===== src/rtl/rotate_multi.sv =====
// rotate_multi: rotating-square animator for an N-digit seven-segment display.
// A single lit square walks the display perimeter: the lower squares run
// left-to-right over digits 0..N-1 (positions 0..N-1), then the upper squares
// run back from digit N-1 to digit 0 (positions N..2N-1).
// The animation rate can be selected at run time. It can also be paused and
// single-stepped, or run in ping-pong (bounce) mode.
// pos and a wrap/reflect pulse are exported so other blocks can follow it.
// sseg drives the existing SSEG time-multiplexer directly.
// reset_n asserts asynchronously. Its release is expected to be synchronous to clk.

module rotate_multi #(
    parameter int unsigned NUM_DIGITS    = 4,
    parameter int unsigned POWER         = 24,
    parameter logic [7:0]  LOW_PATTERN   = 8'b10101100,
    parameter logic [7:0]  HIGH_PATTERN  = 8'b10011100,
    parameter logic [7:0]  BLANK_PATTERN = 8'b11111111,
    localparam int unsigned NPOS         = 2 * NUM_DIGITS,
    localparam int unsigned POS_W        = $clog2(NPOS)
) (
    input  logic                    clk,
    input  logic                    reset_n,
    input  logic                    enable,
    input  logic                    clockwise,
    input  logic                    bounce,
    input  logic                    step,
    input  logic [1:0]              speed,
    output logic [8*NUM_DIGITS-1:0] sseg,
    output logic [POS_W-1:0]        pos,
    output logic                    wrap
);

    // Last legal position, in pos width and in a one-bit-wider form.
    // The wider form lets the out-of-range test stay meaningful when NPOS is a power of two.
    localparam logic [POS_W-1:0] LAST_POS     = POS_W'(NPOS - 1);
    localparam logic [POS_W:0]   LAST_POS_EXT = (POS_W + 1)'(NPOS - 1);
    localparam logic [POS_W-1:0] ONE_POS      = POS_W'(1);

    // ------------------------------------------------------------------
    // Prescaler
    // ------------------------------------------------------------------
    logic [POWER-1:0] timer;
    logic [POWER-1:0] terminal;
    logic             tick;
    logic             adv;

    // Terminal count shrinks by a power of two per speed step.
    // Ticking on timer >= terminal means that raising the speed mid-count
    // fires on the next enabled cycle. There is no long rollover through 2**POWER.
    assign terminal = {POWER{1'b1}} >> speed;
    assign tick     = enable && (timer >= terminal);

    // Advance on a timer tick, or on a manual step while paused.
    // A step received while running is dropped.
    assign adv = tick || (step && !enable);

    // Free-running prescaler: it counts only while enabled and restarts from 0 after each tick.
    always_ff @(posedge clk or negedge reset_n) begin
        if (!reset_n) begin
            timer <= '0;
        end else if (enable) begin
            if (tick) begin
                timer <= '0;
            end else begin
                timer <= timer + POWER'(1);
            end
        end
    end

    // ------------------------------------------------------------------
    // Position / direction next-state
    // ------------------------------------------------------------------
    logic             dir;
    logic             dir_next;
    logic [POS_W-1:0] pos_next;
    logic             wrap_next;
    logic             pos_bad;

    assign pos_bad = ({1'b0, pos} > LAST_POS_EXT);

    // Next position, direction and wrap flag.
    // Every step uses the direction held before the edge, so a clockwise or
    // bounce change on an advance cycle takes effect on the following advance.
    always_comb begin
        pos_next  = pos;
        dir_next  = bounce ? dir : clockwise;
        wrap_next = 1'b0;
        if (adv) begin
            if (pos_bad) begin
                // Recover from an illegal position by restarting at 0.
                pos_next = '0;
            end else if (!bounce) begin
                // Circular mode: wrap using an explicit compare, so non-power-of-two NPOS works.
                if (dir) begin
                    if (pos == LAST_POS) begin
                        pos_next  = '0;
                        wrap_next = 1'b1;
                    end else begin
                        pos_next = pos + ONE_POS;
                    end
                end else begin
                    if (pos == '0) begin
                        pos_next  = LAST_POS;
                        wrap_next = 1'b1;
                    end else begin
                        pos_next = pos - ONE_POS;
                    end
                end
            end else begin
                // Bounce mode: reflect at either end and flip direction.
                if (dir && (pos == LAST_POS)) begin
                    pos_next  = LAST_POS - ONE_POS;
                    dir_next  = 1'b0;
                    wrap_next = 1'b1;
                end else if (!dir && (pos == '0)) begin
                    pos_next  = ONE_POS;
                    dir_next  = 1'b1;
                    wrap_next = 1'b1;
                end else if (dir) begin
                    pos_next = pos + ONE_POS;
                end else begin
                    pos_next = pos - ONE_POS;
                end
            end
        end
    end

    // Position, direction and wrap-pulse registers.
    // wrap is high for exactly the cycle in which pos shows the new value.
    always_ff @(posedge clk or negedge reset_n) begin
        if (!reset_n) begin
            pos  <= '0;
            dir  <= 1'b1;
            wrap <= 1'b0;
        end else begin
            pos  <= pos_next;
            dir  <= dir_next;
            wrap <= wrap_next;
        end
    end

    // ------------------------------------------------------------------
    // Segment decode
    // ------------------------------------------------------------------
    // Digit d shows the lower square at position d and the upper square at position 2N-1-d.
    // An out-of-range pos matches no digit, so the display blanks.
    always_comb begin
        sseg = {NUM_DIGITS{BLANK_PATTERN}};
        for (int d = 0; d < int'(NUM_DIGITS); d++) begin
            if (pos == POS_W'(d)) begin
                sseg[8*d +: 8] = LOW_PATTERN;
            end else if (pos == POS_W'(int'(NPOS) - 1 - d)) begin
                sseg[8*d +: 8] = HIGH_PATTERN;
            end
        end
    end

endmodule

===== config.mk =====
export PLATFORM = sky130hd
export DESIGN_NAME = rotate_multi
export DESIGN_NICKNAME = d
export VERILOG_FILES = /design/src/rtl/rotate_multi.sv
export SDC_FILE = /design/constraint.sdc
export NUM_CORES = 1
export LEC_CHECK = 0
export ABC_AREA = 1
export CORE_UTILIZATION = 40
export CTS_CLUSTER_DIAMETER = 80
export DETAILED_ROUTE_END_ITERATION = 7
export PLACE_DENSITY_LB_ADDON = 0.08
export SKIP_CTS_REPAIR_TIMING = 1
export SLEW_MARGIN = 5
export SYNTH_ARGS = -nofsm -noshare
export SYNTH_HDL_FRONTEND = slang
export SYNTH_SLANG_ARGS = --single-unit

===== constraint.sdc =====
create_clock -name clk -period 2.6 [get_ports clk]
set_input_delay 0.52 -clock clk [delete_from_list [all_inputs] [get_ports clk]]
set_output_delay 0.52 -clock clk [all_outputs]
set_load 0.05 [all_outputs]

==> results of run 1 <==
==> layout make-up <==
cell class	instances	area share, %
well taps	70	3.37
clock buffers	6	2.79
multi-input cells	232	46.7
flip-flops and latches	29	28.0
repair buffers	35	12.7
clock inverters	2	0.385
inverters	41	6.01
==> tightest hold or removal path: stages, from the launching register on <==
cell	delay, ns
dfrtp_1	0.37
nand2_1	0.06
o21ai_0	0.06
==> flip-flops by register name (all words and copies together), names as in the netlist <==
register and cells:
wrap 1, dir 1, pos 3, timer 24
==> stage by stage <==
stage / hold slack [ns] / utilization, %
after global routing: 0.554 / 49.7
after detailed placement: 0.515 / 47.9
after CTS: 0.529 / 49.5
after global placement: 0.501 / 47.9
final: 0.522 / 49.7
after floorplan: 0.224 / -
==> logic make-up after synthesis <==
logic type                 synth area share (%)
AOI/OAI and AO/OA                          4.61
DFF                                        32.7
adders and majority gates                  6.19
xor gates and xnor gates                   2.76
buffers and inverters                      15.5
and+or+nand+nor                            38.0
other                                     0.169
==> layout by cell type, fill, tap and decap left out, drive strengths merged, types with 2 or more instances in the layout <==
cell type      count
ha                11
o21ai              5
buf               13
or2                2
clkdlybuf4s50     17
a21oi              6
clkbuf             6
o211ai             2
clkinv             2
conb              12
dfrtp             28
nand4              7
inv               41
nor3               7
xnor2              6
nand2             82
nor2              60
nand3             24
dlymetal6s2s       5
and2               2
==> worst max path at each step <==
stage	start	end	slack, ns	depth (start not counted)
after floorplan	pos[0]	sseg[25]	0.06	5
after CTS	pos[0]	sseg[22]	0.01	5
after global routing	pos[0]	sseg[4]	0.02	4
final	pos[0]	sseg[4]	0.12	4
after global placement	speed[1]	timer[1]	0.15	8
after detailed placement	speed[1]	timer[1]	0.11	8
==> power breakdown <==
group,switching [mW],internal (mW),leakage (nW)
Clock,0.171,0.185,0.0450
Combinational,1.15,0.521,0.928
Sequential,0.106,0.540,0.383
==> layer usage <==
layer | part of all wire, % | GRT usage (%) | vias up
li1 | - | - | 1009
met1 | 50 | 23.1 | 866
met2 | 46 | 31.0 | 40
met3 | 3.4 | 3.35 | 7
met4 | 1.4 | 5.77 | 0
met5 | 0 | 0 | -
==> impl_results.md, run 1 <==
- Status: finished, final reports clean
- Total CTS buffers: 5
- Die span in x: roughly 77 um
- Register area: about 730 um^2
- Final Power: between 2 and 3 mW
- DRT iter0 DRCs: 81
- Cells on worst reg2reg path: 8
- Core ar.: between 5000 and 6000 um^2
- Finish-stage setup viols: 0
- RSZ-0062 raised after global routing: false
- Crit-path cells: inv_1, ha_1, nand2_2, clkdlybuf4s50_1
- Dpl cells: approximately 400
- Maximum clock path buffer count: 2
- CP max stage cell: clkdlybuf4s50_1
- Slew @ Worst Pin: 0.509 ns
- TritonRoute pass-1 iters: 4
- Min-delay src: timer[1]
- Slew HR: about two thirds
- Placed Instance Area: 2510 um^2
- CP peak stage delay: between 0.8 and 0.9 ns
- CTS tree: done
- Period minus WS final: around 2.5 ns
- Final Skew: approximately 0.0048 ns
- Finished Layout Cells: 415
- # rows: 26
- Power density cells: about 1000 nW/um^2
- Hold Crit Endpoint: timer[1]
- Top-count cell post-synth: nand2_1
- # DRC: 0
- Reg-to-Reg Start: timer[0]
- Primary FF master, synth: dfrtp_1
- Final slew viol count: 0
- Setup TNS: 0 ns
- Post-synthesis async set-or-reset flop share: 100%
- Sink Count: 29
- Seq/Total Area, Yosys: 32.7%
- Count of state elements after synthesis: 29
- Mapped Area: 2220 um^2
- Area contributors post-synth: dfrtp_1, nand2_1, nor2_1
- Largest net degree at the start of global routing: 30
- Top cells by count, synth: nand2_1, nor2_1, inv_1, dfrtp_1, nand3_1
- Cells after synthesis: between 300 and 400
- Worst hold path stage count: 2
- Final ANT Viol Nets: 0
- Setup crit end kind: output pin
- Vias in the first global route: ~1,800
- Initial antenna violation count: 0
- Avg Inst Size Synth: about 7 um^2
- Clk_lat worst skew: 0.28 ns
- Post-layout instance area: ~2600 um^2
- Total GRT Usage: a little under a fifth
- Hold Fails Final Rpt: 0
- Static Leakage: between 1 and 1.5 nW
- Dpl hpwl: between 3 and 4 mm
- Post-synth EDFFs: 0
- First-pass GRT wire length: 8.34 mm
- Port Buffer Count: 31
- # fillers: roughly 540
- Routed vias/inst: approximately 4.6
- R2r setup slk: about 0.86 ns
- Share of layout cells above drive strength 1: around 15%
- Max cap viols: 0
- CP required: about 2.1 ns
- CP top delay family: buffers and inverters
- Multi-input logic area: 1220 um^2
- Critical setup path kind: reg -> out
- PnR worst setup slack: 0.120 ns
- Synth top area share: 31.5%
- Worst Path Buf+Inv: 2
- Fmax: 403 MHz
- Diodes inserted: 0
- Hold crit path type: reg -> reg
- Total Routed Length: between 4 and 5 mm
- Clk slew on worst S/H paths: around 0.070 ns
- Top-Level Pins: 44
- Initial Util: a little over two fifths
- Synth area leader: dfrtp_1
- Routed len/inst: 11.5 um
- Die Area: around 6000 um^2
- Deepest level of the CTS H-tree: 2
- Pre-CTS setup slack: 0.109 ns
- Crit share post-route: 95.4%
- YS warnings: 0
- Area Growth Syn to Fin: 17.1%
- Worst EP arrival: 1.96 ns
- Netlist cell types: 34
- Grt total ovfl: 0
- Maximum vdd drop: approximately 1000 uV
- Worst Setup Start Kind: flip-flop
- Via count: ~1,900
- Reg2reg end: timer[1]
- Number of nets at the end of the flow: 363
- GP Congestion: approximately 0.86
- Chip height: 76.6 um
- Root Driver: clkbuf_8
- Crit path max fanout: 5
No activity file was read; power rests on OpenSTA's default activity.
==> run 2, diff against run 1 <==
Settings changed: SLEW_MARGIN 5 to 20.
==> results of run 2 <==
The final DEF is identical to that of run 1; final timing and power are the same.
==> run 3, diff against run 2 <==
==> constraint.sdc (replaced) <==
create_clock -name clk -period 2.6 [get_ports clk]
set_input_delay 0.39 -clock clk [delete_from_list [all_inputs] [get_ports clk]]
set_output_delay 0.39 -clock clk [all_outputs]
set_load 0.05 [all_outputs]
==> run 3 against run 2 <==
Global-route usage barely moved. Cell count shrank 0.24%. Worst setup slack better by 0.0075 ns. Register-to-register slack worse by 0.04 ns. Die area unchanged. Flip-flop and latch count unchanged. Largest cell class unchanged. Largest power group unchanged.
==> impl_results.md, run 3 (synthesized netlist as in run 1, its figures left out) <==
- Commonest cells after routing, fill and taps aside: nand2_1, nor2_1, inv_1 (unchanged)
- Maximum clock path buffer count: 2 (unchanged)
- Maximum vdd drop: 916 uV (was 1020 uV)
- Port Buffer Count: 31 (unchanged)
- Initial antenna violation count: 0 (unchanged)
- Max cap viols: 0 (unchanged)
- Finish-stage setup viols: 0 (unchanged)
- Root Driver: clkbuf_8 (unchanged)
- Fmax: 404 MHz (was 403 MHz)
- Crit-path cells: inv_1, ha_1, nand2_1, and2_2, clkdlybuf4s50_1 (was inv_1, ha_1, nand2_2, clkdlybuf4s50_1)
- Area Growth Syn to Fin: 16.9% (was 17.1%)
- Routed vias/inst: 4.64 (was 4.63)
- Via count: 1,920 (was 1,922)
- RSZ-0062 raised after global routing: false (unchanged)
- Share of power burned in registers: 24.0% (was 24.2%)
- CP required: 2.21 ns (was 2.08 ns)
- Grt total ovfl: 0 (unchanged)
- TritonRoute pass-1 iters: 4 (unchanged)
- Die Area: 5860 um^2 (unchanged)
- Deepest level of the CTS H-tree: 2 (unchanged)
- NetSw: 1.42 mW (was 1.43 mW)
- Static Leakage: 1.34 nW (was 1.36 nW)
- Comb pwr share: 62.6% (was 62.5%)
- Worst EP arrival: 2.08 ns (was 1.96 ns)
- Final ANT Viol Nets: 0 (unchanged)
- Status: finished, final reports clean (unchanged)
- Critical setup path kind: reg -> out (unchanged)
- Final Skew: 0.00481 ns (was 0.00483 ns)
- Setup TNS: 0 ns (unchanged)
- Dpl cells: 406 (was 407)
- Dpl hpwl: 3.65 mm (was 3.74 mm)
- Crit path max fanout: 5 (unchanged)
- Largest net degree at the start of global routing: 30 (unchanged)
- Chip height: 76.6 um (unchanged)
- Routed len/inst: 11.6 um (was 11.5 um)
- Crit share post-route: 95.1% (was 95.4%)
- Core ar.: 5240 um^2 (unchanged)
- Top-Level Pins: 44 (unchanged)
- Power density cells: 1030 nW/um^2 (about the same)
- Sink Count: 29 (unchanged)
- Biggest register: timer (unchanged)
- PnR worst setup slack: 0.128 ns (was 0.120 ns)
- Hold Fails Final Rpt: 0 (unchanged)
- DRT iter0 DRCs: 86 (was 81)
- Slew HR: 66.6% (was 66.0%)
- Share of layout cells above drive strength 1: 12.5% (was 14.8%)
- Die span in x: 76.6 um (unchanged)
- First-pass GRT wire length: 8.45 mm (was 8.34 mm)
- Period minus WS final: 2.47 ns (was 2.48 ns)
- Setup crit end kind: output pin (unchanged)
- Initial Util: 42.5% (unchanged)
- Worst Setup Start Kind: flip-flop (unchanged)
- # DRC: 0 (unchanged)
- Total Routed Length: 4.80 mm (was 4.78 mm)
- Largest regs: timer: 24 flops, pos: 3 flops (unchanged)
- Total GRT Usage: 18.2% (about the same)
- Hold slack: 0.497 ns (was 0.522 ns)
- Diodes inserted: 0 (unchanged)
- Finished Layout Cells: 414 (was 415)
- Vias in the first global route: 1,772 (was 1,799)
- Int Pwr: 1.26 mW (was 1.25 mW)
- CP peak stage delay: 0.79 ns (was 0.81 ns)
- Number of nets at the end of the flow: 362 (was 363)
- Hold crit path type: in -> async (was reg -> reg)
- Clk pwr share: 13.4% (was 13.3%)
- Pre-CTS setup slack: 0.191 ns (was 0.109 ns)
- CP max stage cell: clkdlybuf4s50_1 (unchanged)
- Sw frac: 53.0% (was 53.4%)
- Slew @ Worst Pin: 0.500 ns (was 0.509 ns)
- Max FFs per register: 24 (unchanged)
- Commonest non-fill, non-tap cell in the layout: nand2_1 (unchanged)
- # rows: 26 (unchanged)
- Clk slew on worst S/H paths: 0.06 ns (was 0.07 ns)
- Clk_lat worst skew: 0.28 ns (about the same)
- GP Congestion: 0.849 (was 0.862)
- CTS tree: done (unchanged)
- Total CTS buffers: 5 (unchanged)
- Final slew viol count: 0 (unchanged)
[run 3: power groups by stage]
stage | Clock, mW | Combinational, mW | Sequential [mW]
detailed placement | 0 | 1.69 | 0.653
finish | 0.358 | 1.68 | 0.644
global route | 0.387 | 1.80 | 0.660
floorplan | 0 | 1.27 | 0.718
CTS | 0.373 | 1.70 | 0.645
global placement | 0 | 1.69 | 0.653
[run 3: final cells by class]
class | instances | area (um^2)
multi-input cells | 232 | 1220
well taps | 70 | 87.6
flip-flops and latches | 29 | 727
fillers | 531 | 2640
clock inverters | 2 | 10.0
repair buffers | 34 | 330
inverters | 41 | 156
clock buffers | 6 | 72.6
[run 3: critical path, delay by kind of cell, from the launching register on]
family,cells,cell delay [ns]
buffers and inverters,2,0.91
DFF,1,0.42
adders and majority gates,1,0.22
and+or+nand+nor,2,0.24
[run 3: metrics by stage]
| step | util [%] | area [um^2] | power [mW] |
|---|---|---|---|
| 6_report | 49.6 | 2600 | 2.68 |
| 3_3_place_gp | 47.9 | 2510 | 2.34 |
| 4_1_cts | 49.5 | 2590 | 2.71 |
| 5_1_grt | 49.6 | 2600 | 2.84 |
| 3_5_place_dp | 47.9 | 2510 | 2.34 |
| 2_1_floorplan | - | 2290 | 1.99 |
[run 3: final timing paths]
| check | endpoint | slack, ns | cells after the start | startpoint |
|---|---|---|---|---|
| setup reg to reg | timer[0] | 0.82 | 8 | timer[0] |
| hold reg to reg | timer[1] | 0.52 | 2 | timer[1] |
| min in group clk | timer[1] | 0.52 | 2 | timer[1] |
| setup / recovery | sseg[14] | 0.13 | 5 | pos[0] |
| max in group asynchronous | dir | 1.79 | 2 | reset_n |
| hold / removal | wrap | 0.50 | 2 | reset_n |
[run 3: layer usage]
| layer | global-route usage [%] | share of wire [%] | vias to the layer above | routed length [um] |
|---|---|---|---|---|
| met5 | 0 | 0 | - | 0 |
| met4 | 4.81 | 0.90 | 0 | 43 |
| met1 | 24.4 | 50 | 859 | 2380 |
| met3 | 4.07 | 4.5 | 6 | 215 |
| met2 | 29.3 | 45 | 47 | 2160 |
| li1 | - | - | 1008 | - |
==> RTL change 1, RTL diff (flow settings as in run 1) <==
Change the parameter `POWER` from 24 to 48.
--- a/src/rtl/rotate_multi.sv
+++ b/src/rtl/rotate_multi.sv
@@ -10,7 +10,7 @@
 
 module rotate_multi #(
     parameter int unsigned NUM_DIGITS    = 4,
-    parameter int unsigned POWER         = 24,
+    parameter int unsigned POWER         = 48,
     parameter logic [7:0]  LOW_PATTERN   = 8'b10101100,
     parameter logic [7:0]  HIGH_PATTERN  = 8'b10011100,
     parameter logic [7:0]  BLANK_PATTERN = 8'b11111111,
Formal check against the unedited RTL: same outputs for any inputs over 10 cycles, from zero or initial values and one cycle with reset_n low; that may be too few to reach the edited logic, so the function may still have changed.
==> RTL change 1 against run 1 <==
  * Cell area up 66%
  * Synthesized area up 73%
  * Sequential share of layout area up 2.7 points
  * Setup slack better by 4.6 ps
  * Total power up 22%
  * Sequential cell count up 24
  * Critical path depth unchanged
  * Count of clock-buffer cells in the layout unchanged
  * Routed wire length up 110%
  * Clock power up 39%
  * Maximum frequency up 0.18%
  * Critical path type unchanged
  * Largest power group unchanged
==> RTL change 1: results <==
metrics = {
    "pwr": {
        "p_leak_uw": 0.00193,
        "max_ir_drop_vdd_v": 0.000583,
    },
    "sta": {
        "maxSlewHeadroom_pct": 66.4,
        "fin_worst_skew_ps": 11.1,
        "hold-worst-slack_ps": 110,
    },
    "detailed_routing": {
        "detailroute.wirelength.met2_mm": 4.77,
        "drt-pass1-iter-count": 6,
        "route.final.wire_length_mm": 10.1,
        "met3WireLength_um": 368,
        "dr.first_iter.drc_count": 189,
        "route.detailed.wl_per_inst_um": 13.9,
        "num_vias": 3578,
        "wl_met1_mm": 4.78,
    },
    "grt": {
        "grt_pass1_wl_mm": 17.0,
        "gr-usage-met1_pct": 28.5,
        "grt_pass1_vias": 3502,
        "globalRouteMet3Util_pct": 2.79,
        "global_route.usage.met2_pct": 37.2,
        "groute.usage.overall_pct": 21.6,
        "grt_max_degree": 24,
        "grt_antenna_before_repair": 0,
    },
    "synth": {
        "yosys-top-cells-area": "sky130_fd_sc_hd__dfrtp_1 (34%), sky130_fd_sc_hd__nand2_1 (14%), sky130_fd_sc_hd__nor2_1 (11%), sky130_fd_sc_hd__inv_1 (5.1%), sky130_fd_sc_hd__nand3_1 (4.2%)",
        "synth_seq_area_share_pct": 34.5,
        "ys_types": 38,
        "netlist_instances": 559,
        "yosys-top-cells-count": "sky130_fd_sc_hd__nand2_1 (145), sky130_fd_sc_hd__nor2_1 (117), sky130_fd_sc_hd__dfrtp_1 (52), sky130_fd_sc_hd__inv_1 (52), sky130_fd_sc_hd__nand3_1 (32)",
    },
    "placed_design": {
        "gp_routability_congestion": 0.928,
        "dpl.hpwl_mm": 7.97,
        "place_inst": 716,
    },
    "layout": {
        "biggestRegsByFlops": "timer: 48 flops, pos: 3 flops",
        "drive_above_1_share_pct": 12.3,
        "final_nets": 613,
        "filler_cell_count": 1015,
    },
    "clock_tree": {
        "worst_skew_pair.late_latency_ps": 320,
        "cts_htree_levels": 2,
        "clkTransAtPathRegs_ps": 110,
    },
    "setup_path": {
        "r2r.worst_path.cells": 9,
        "reg_to_reg_start": "timer[1]$_DFFE_PN0P_",
        "critical_path.reg2reg.endpoint": "wrap$_DFF_PN0_",
        "regToRegSetupSlack_ps": 710,
    },
    "status": {
        "outcome": "completed",
    },
    "min_path": {
        "min_path_type": "in2async",
    },
}
==> RTL change 1: changes by cell type in the layout (fill, tap and decap cells not counted), sizes merged, moves of 10 or more <==
cell,delta
nand3,+10
nor2,+69
dfrtp,+24
nand2,+73
inv,+12
buf,+15
nand4,+11
==> RTL change 1: report_power, final <==
group          switching [uW]  total, uW  leakage [uW]  internal [uW]
clock network             303        494     0.0000374            191
registers                 111       1040      0.000712            931
logic                    1200       1720       0.00118            526
total                    1610       3260       0.00193           1650
==> RTL change 1: per-stage QoR <==
step / utilization (%) / setup slack (ps) / area (sq um)
4_1_cts: 46.5 / 8.44 / 4320
3_3_place_gp: 45.6 / 44.1 / 4230
2_1_floorplan: - / 9.81 / 3900
5_1_grt: 46.6 / 27.2 / 4320
3_5_place_dp: 45.6 / -11.1 / 4230
6_report: 46.6 / 125 / 4320
==> RTL change 1: area by class of cell <==
cell class	instances	share of cell area, %
clock buffers	6	1.68
clock inverters	2	0.347
inverters	53	4.60
multi-input cells	437	50.0
flip-flops and latches	53	30.8
well taps	129	3.73
repair buffers	44	8.85
==> RTL change 1: worst max-delay path by stage <==
stage	startpoint	end	slack, ps
final	pos[0]$_DFFE_PN0P_	sseg[29]	120
after global routing	pos[0]$_DFFE_PN0P_	sseg[29]	30
after CTS	pos[0]$_DFFE_PN0P_	sseg[4]	8
after detailed placement	speed[0]	wrap$_DFF_PN0_	-10
after global placement	speed[0]	timer[22]$_DFFE_PN0P_	40
after floorplan	pos[2]$_DFFE_PN0P_	sseg[14]	10
==> RTL change 1: logic make-up after synthesis <==
kind of cell               synth area share [%]
xor gates and xnor gates                   3.42
DFF                                        34.5
and+or+nand+nor                            42.5
AOI/OAI and AO/OA                          5.21
buffers and inverters                      10.7
adders and majority gates                  3.58
other                                    0.0976
==> RTL change 2, RTL diff (flow settings as in run 1) <==
Without the edit above. Make the reset (`reset_n`) synchronous in 2 clocked blocks. Comments in the files are not updated.
--- a/src/rtl/rotate_multi.sv
+++ b/src/rtl/rotate_multi.sv
@@ -54,7 +54,7 @@
     assign adv = tick || (step && !enable);
 
     // Free-running prescaler: it counts only while enabled and restarts from 0 after each tick.
-    always_ff @(posedge clk or negedge reset_n) begin
+    always_ff @(posedge clk) begin
         if (!reset_n) begin
             timer <= '0;
         end else if (enable) begin
@@ -126,7 +126,7 @@
 
     // Position, direction and wrap-pulse registers.
     // wrap is high for exactly the cycle in which pos shows the new value.
-    always_ff @(posedge clk or negedge reset_n) begin
+    always_ff @(posedge clk) begin
         if (!reset_n) begin
             pos  <= '0;
             dir  <= 1'b1;
Function: differs if reset_n is asserted again (counterexample within 4 cycles, from zero or initial values and one cycle with reset_n low); with reset_n held inactive, the same outputs for 10 cycles.
==> RTL change 2 against run 1 <==
  * Register-to-register slack got worse by 20 ps
  * Core utilization increased by 0.70 points
  * Setup slack got worse by 19 ps
  * Critical path depth unchanged
  * Sequential cell count unchanged
  * Cell area decreased by 6.7%
  * Routed wire length decreased by 7.0%
  * Synthesized cell count decreased by 4.1%
  * Maximum frequency decreased by 0.78%
  * Synthesized area decreased by 8.7%
  * Die area decreased by 8.5%
  * Largest cell class unchanged
Power is not compared: it rests on default switching activity, and its combinational part moved more than twofold at a synthesized area within 25%.
==> RTL change 2: results <==
metrics = {
    "detailed_routing": {
        "detailroute.wirelength.met2_mm": 1.75,
        "drt-pass1-iter-count": 4,
        "dr.first_iter.drc_count": 58,
        "wl_met1_mm": 2.45,
        "route.detailed.wl_per_inst_um": 11.2,
        "num_vias": 1815,
    },
    "sta": {
        "hold-worst-slack_ps": 493,
        "max_freq_mhz": 400,
        "fin_worst_skew_ps": 2.49,
        "maxSlewHeadroom_pct": 65.9,
    },
    "grt": {
        "groute.usage.overall_pct": 18.3,
        "grt_pass1_wl_mm": 7.37,
        "grt_max_degree": 13,
        "grt_pass1_vias": 1611,
    },
    "min_path": {
        "worst_hold_path.endpoint": "timer[23]$_SDFFE_PN0P_",
        "min-delay-start": "timer[23]$_SDFFE_PN0P_",
    },
    "synth": {
        "yosys-top-cells-area": "sky130_fd_sc_hd__dfxtp_1 (29%), sky130_fd_sc_hd__nand2_1 (14%), sky130_fd_sc_hd__nor2_1 (8.9%), sky130_fd_sc_hd__buf_4 (7.8%), sky130_fd_sc_hd__inv_1 (7.2%)",
        "yosys-top-cells-count": "sky130_fd_sc_hd__nand2_1 (73), sky130_fd_sc_hd__nor2_1 (48), sky130_fd_sc_hd__inv_1 (39), sky130_fd_sc_hd__dfxtp_1 (29), sky130_fd_sc_hd__buf_4 (21)",
        "synth_seq_area_share_pct": 28.6,
        "ys_dominant_reg_cell": "sky130_fd_sc_hd__dfxtp_1",
        "ys_types": 33,
        "synth_async_sr_flop_share_pct": 0,
        "syn_avg_cell_area_sq_um": 6.72,
        "synthesis.area_sq_um": 2030,
    },
    "setup_path": {
        "critical_path_capture_point": "sseg[28]",
        "startpoint": "pos[0]$_SDFFE_PN0P_",
        "slowest_delay_ps": 790,
        "crit_arrival_ps": 1980,
        "regToRegSetupSlack_ps": 840,
        "r2r.worst_path.cells": 12,
        "critical_path.reg2reg.endpoint": "pos[2]$_SDFFE_PN0P_",
    },
    "layout": {
        "drive_above_1_share_pct": 11.5,
        "n_clock_buffer": 7,
        "buffers": 34,
        "final_cell_count_no_fill": 397,
        "filler_cell_count": 521,
        "insertedDiodeCount": 0,
        "final_nets": 348,
        "area_of_all_sequential_standard_cells_sq_um": 583,
        "multi_input_area_sq_um": 1170,
        "flops_and_latches": 29,
        "multi_input_cells": 220,
        "layout.clock.cell_area_share_pct": 4.18,
        "n_all_inverters": 39,
        "layout.core_utilization_pct": 50.4,
        "biggestRegsByFlops": "timer: 24 flops, pos: 3 flops",
        "share_of_final_layout_cell_area_taken_by_non_clock_buffers_pct": 14.1,
    },
    "placed_design": {
        "place_inst": 389,
        "place_ws_ps": 89.4,
        "dpl.hpwl_mm": 3.45,
        "dpl_cell_area_sq_um": 2310,
        "gp_routability_congestion": 0.762,
    },
    "status": {
        "outcome": "completed",
    },
}
[RTL change 2: changes by cell type in the layout (fill, tap and decap cells not counted), sizes merged, moves of 2 or more]
| cell | delta |
|---|---|
| a21oi | +2 |
| buf | -3 |
| dfrtp | -28 |
| dfxtp | +29 |
| inv | -2 |
| nand2 | -9 |
| nand3 | -4 |
| nor2 | -9 |
| nor3 | +4 |
| o21ai | +6 |
| o21bai | +2 |
| xnor2 | -4 |
[RTL change 2: routing by layer]
metal  track usage [%]  vias up
met3              3.87       10
met4              8.50        0
met2              25.8       39
li1                  -      977
met1              26.2      789
met5                 0        -
[RTL change 2: kinds of logic (layout without fill, tap and decap cells)]
family / count (synthesis) / count (layout) / share of synthesized area, %
other: 1 / 12 / 0.185
DFF: 29 / 29 / 28.6
xor gates and xnor gates: 4 / 4 / 1.73
and+or+nand+nor: 169 / 169 / 39.6
buffers and inverters: 64 / 81 / 16.6
AOI/OAI and AO/OA: 24 / 24 / 6.47
adders and majority gates: 11 / 11 / 6.78
